<file path="src/rtl/sensor_debouncer.sv">
`default_nettype none
// ============================================================================
// Module   : sensor_debouncer
// Purpose  : Two-channel synchroniser and debouncer for the active-low parking
//            sensors; presents active-high blocked levels plus a change strobe.
// Revision : 1.0 - initial release
// ============================================================================
module sensor_debouncer #(
    parameter int THRESHOLD = 500_000,
    parameter int CNT_W     = $clog2(THRESHOLD)
) (
    input  logic clk,
    input  logic reset,
    input  logic a_btn,
    input  logic b_btn,
    output logic a_blocked,
    output logic b_blocked,
    output logic pair_changed
);

    localparam int               c_num_ch  = 2;
    localparam logic [CNT_W-1:0] c_cnt_max = CNT_W'(THRESHOLD - 1);
    localparam logic [CNT_W-1:0] c_cnt_one = CNT_W'(1);

    logic [c_num_ch-1:0] w_btn;
    logic [c_num_ch-1:0] w_stable;
    logic [c_num_ch-1:0] w_accept;
    logic                r_pair_changed;

    assign w_btn = {b_btn, a_btn};

    for (genvar i = 0; i < c_num_ch; i++) begin : g_ch
        logic             r_sync1;
        logic             r_sync2;
        logic             r_stable;
        logic [CNT_W-1:0] r_cnt;

        // Acceptance happens on the edge where the count has already reached its limit.
        assign w_accept[i] = (r_sync2 != r_stable) && (r_cnt == c_cnt_max);
        assign w_stable[i] = r_stable;

        always_ff @(posedge clk) begin
            if (!reset) begin
                r_sync1  <= 1'b1;
                r_sync2  <= 1'b1;
                r_stable <= 1'b1;
                r_cnt    <= '0;
            end else begin
                r_sync1 <= w_btn[i];
                r_sync2 <= r_sync1;
                if (r_sync2 == r_stable) begin
                    r_cnt <= '0;
                end else if (r_cnt == c_cnt_max) begin
                    r_stable <= r_sync2;
                    r_cnt    <= '0;
                end else begin
                    r_cnt <= r_cnt + c_cnt_one;
                end
            end
        end
    end

    // Registered on the same edge as the stable levels so all three outputs align.
    always_ff @(posedge clk) begin
        if (!reset) begin
            r_pair_changed <= 1'b0;
        end else begin
            r_pair_changed <= |w_accept;
        end
    end

    assign a_blocked    = ~w_stable[0];
    assign b_blocked    = ~w_stable[1];
    assign pair_changed = r_pair_changed;

endmodule
`default_nettype wire

</file>
<file path="config.mk">
export PLATFORM = sky130hd
export DESIGN_NAME = sensor_debouncer
export DESIGN_NICKNAME = d
export VERILOG_FILES = /design/src/rtl/sensor_debouncer.sv
export SDC_FILE = /design/constraint.sdc
export NUM_CORES = 1
export LEC_CHECK = 0
export BUFFER_PORTS_ARGS = -buffer_cell sky130_fd_sc_hd__buf_2
export CAP_MARGIN = 0
export CORE_ASPECT_RATIO = 0.5
export CORE_MARGIN = 1
export CORE_UTILIZATION = 50
export CTS_BUF_LIST = sky130_fd_sc_hd__clkbuf_8
export DETAILED_ROUTE_END_ITERATION = 6
export PLACE_DENSITY = 0.81
export SLEW_MARGIN = 0
export SYNTH_ARGS = -nofsm -noshare
export SYNTH_HDL_FRONTEND = slang
export SYNTH_SLANG_ARGS = --single-unit
</file>
<file path="constraint.sdc">
create_clock -name clk -period 1.56 [get_ports clk]
set_input_delay 0.234 -clock clk [delete_from_list [all_inputs] [get_ports clk]]
set_output_delay 0.234 -clock clk [all_outputs]
set_load 0.02 [all_outputs]
</file>
==> impl_metrics.json <==
{
  "syn_inst": 222,
  "clockRootBuffer": "clkbuf_8",
  "nNetsFinal": 268,
  "hold_path_depth": 2,
  "grt_max_degree": 19,
  "avgSynthCellArea_sq_um": 9.01,
  "antenna_cells": 0,
  "synth_flop_cell": "dfxtp_1",
  "p_per_area_nw_per_um2": 818,
  "setup-tns-final_ns": -0.0883,
  "synth.top_cells.by_area": "dfxtp_1 45%, xor2_1 7.0%, nor2_1 6.0%",
  "r2r_cells": 4,
  "finalCriticalPeriod_ns": 1.65,
  "synth_area_sq_um": 2000,
  "tightestPinTransition_ns": 0.337,
  "grt_pass1_wl_mm": 7.18,
  "cp-end-kind": "register",
  "ios": 7,
  "hold_slack_ns": 0.120,
  "dieArea_sq_um": 4270,
  "vias": 1760,
  "finalMaxSlewViolations": 0,
  "yosysTopAreaCellShare_pct": 45.1,
  "worstSetupPathType": "reg2reg",
  "yosysMostFrequentCell": "dfxtp_1",
  "ant_nets": 0,
  "total_power_w": 0.00209,
  "synth.distinct_cells": 38,
  "areaGrowthSynthToFinish_pct": 27.9,
  "gp_congestion": 0.839,
  "seqPwrFrac_pct": 55.0,
  "dieWidth_um": 91.4,
  "switchingPower_w": 0.000415,
  "fin_worst_skew_ns": 0.00272,
  "total_leakage_power_nw": 0.920,
  "utilization_pct": 70.6,
  "clkSlewWorstSetupHoldPaths_ns": 0.08,
  "hold_class": "in2reg",
  "synth_async_sr_flop_share_pct": 0,
  "max_freq_mhz": 607,
  "clk_latency_ns": 0.30,
  "ys_ff_latch": 45,
  "track_usage_pct": 23.0,
  "firstDrtPassIters": 4,
  "wl_per_cell_um": 15.2,
  "ys_top_cells_by_count": "45 x dfxtp_1, 32 x nor2_1, 16 x xor2_1, 15 x nand3_1",
  "worst_setup_path_start_kind": "register",
  "pre_cts_ws_ns": -0.0467,
  "p_clk_share_pct": 43.6,
  "crit_arrival_ns": 1.87,
  "slew_headroom_pct": 77.3,
  "grt_antenna_before_repair": 0,
  "drc": 0,
  "multi_input_area_sq_um": 1120,
  "numCtsBuffers": 5,
  "core_sq_um": 3620,
  "ys_seq_area_share_pct": 45.1,
  "postCtsHoldBufs": 0,
  "io_buffers": 6,
  "initial_core_util_pct": 55.2,
  "setup_viol": 1,
  "overflow": 0,
  "fin_ws_ns": -0.0883,
  "ys_warn_count": 0,
  "finalWirelength_mm": 4.77,
  "die_h_um": 46.7,
  "synth_edf_count": 0,
  "fill_cells": 236,
  "cts_tree": "done",
  "cts_sinks": 45,
  "worst_ir_drop_vdd_mv": 0.651,
  "drv_cap": 0,
  "p_int_w": 0.00168,
  "combPwrFrac_pct": 1.5,
  "viasPerCell": 5.61,
  "required_ns": 1.78,
  "status": "complete, but fails checks",
  "grt_pass1_vias": 1604,
  "h-tree-depth": 2,
  "rsz0062_at_grt": "true",
  "finalHoldViolations": 0,
  "num_rows": 15,
  "seq_area_sq_um": 933,
  "drive_gt1_share_pct": 34.2,
  "drt_iter0_drc": 120,
  "synth_nets": 228,
  "dp_hpwl_mm": 2.93,
  "period_share_pct": 106,
  "violations": "negative setup slack",
  "p_sw_share_pct": 19.8,
  "timing.critical_path.fanout_max": 5,
  "synth_area_leader_cell": "dfxtp_1",
  "clk_path_buf_depth": 2
}
-- through the flow --
stage          instances  cell area (sq um)
6_report             314               2560
4_1_cts              311               2450
2_1_floorplan        222               2010
5_1_grt              314               2560
3_3_place_gp         302               2300
3_5_place_dp         302               2300
-- sequential cells by signal (all words and copies together), names as in the netlist --
name	flops
g_ch.r_stable	2
g_ch.r_sync1	2
g_ch.r_cnt	38
pair_changed	1
g_ch.r_sync2	2
-- power groups by stage --
| stage | logic (W) | registers (W) | clock network, W |
|---|---|---|---|
| after global placement | 0.0000287 | 0.00118 | 0 |
| after CTS | 0.0000304 | 0.00116 | 0.000916 |
| final | 0.0000309 | 0.00115 | 0.000911 |
| after detailed placement | 0.0000301 | 0.00118 | 0 |
| after floorplan | 0.0000149 | 0.00118 | 0 |
| after global routing | 0.0000344 | 0.00115 | 0.000974 |
-- worst max-delay path, stage by stage, from the launching register on --
cell and delay [ns]:
dfxtp_2 0.39, nand4_1 0.16, or2_2 0.34, or4_1 0.46
a21oi_1 0.22
-- cell usage in the layout (no fill, tap or decap), types with 2 or more instances in the layout --
cell	Yosys	routed
a21oi_1	7	5
nor2_1	32	32
nand4_1	12	12
buf_4	0	31
o211ai_1	2	2
and3_1	3	3
xnor2_1	12	12
nor4_4	0	2
nor3_1	8	8
o21ai_0	5	5
clkbuf_8	0	6
dfxtp_4	0	4
or3_1	3	3
nor4b_1	3	2
dfxtp_1	45	27
nand2b_1	4	4
nand2_1	11	11
nand3_1	15	14
or4_4	0	2
a21oi_2	0	2
or2_2	3	3
xor2_1	16	16
buf_2	4	6
dfxtp_2	0	14
o31ai_1	3	3
inv_1	7	8
and4_4	1	3
-- kinds of logic after synthesis --
| family | after synthesis | synth area share, % |
|---|---|---|
| AOI/OAI and AO/OA | 22 | 7.32 |
| xor gates and xnor gates | 28 | 12.3 |
| adders and majority gates | 2 | 1.25 |
| buffers and inverters | 13 | 3.07 |
| DFF | 45 | 45.1 |
| and+or+nand+nor | 112 | 31.0 |
-- layout make-up --
class                           count  area share (%)
Clock inverter                      2            1.32
Tap cell                           51            2.50
Clock buffer                        6            3.23
Inverter                            7            1.03
Multi-Input combinational cell    164            43.9
Sequential cell                    45            36.5
Timing Repair Buffer               39            11.5
-- per-layer routing --
| layer | global-route usage [%] | vias up | share of wire [%] |
|---|---|---|---|
| met5 | 0 | - | 0 |
| met4 | 9.84 | 0 | 2.9 |
| met3 | 8.09 | 19 | 4.3 |
| met2 | 42.6 | 55 | 48 |
| met1 | 25.3 | 828 | 45 |
| li1 | - | 858 | - |
-- timing repair --
action | CTS | global route
pin swaps | 2 | 7
gates resized for setup | 7 | 29
hold endpoints to repair | 0 | 0
buffers inserted | 1 | 3
cloned | 0 | 0
setup endpoints to repair | 10 | 32
-- final timing paths --
path              slack (ns)              start           endpoint
setup / recovery       -0.09  g_ch[1].r_cnt[13]  g_ch[1].r_cnt[17]
hold / removal          0.12              b_btn    g_ch[1].r_sync1
setup reg to reg       -0.09  g_ch[1].r_cnt[13]  g_ch[1].r_cnt[17]
hold reg to reg         0.41    g_ch[0].r_sync1    g_ch[0].r_sync2
(Power assumes the default switching activity.)
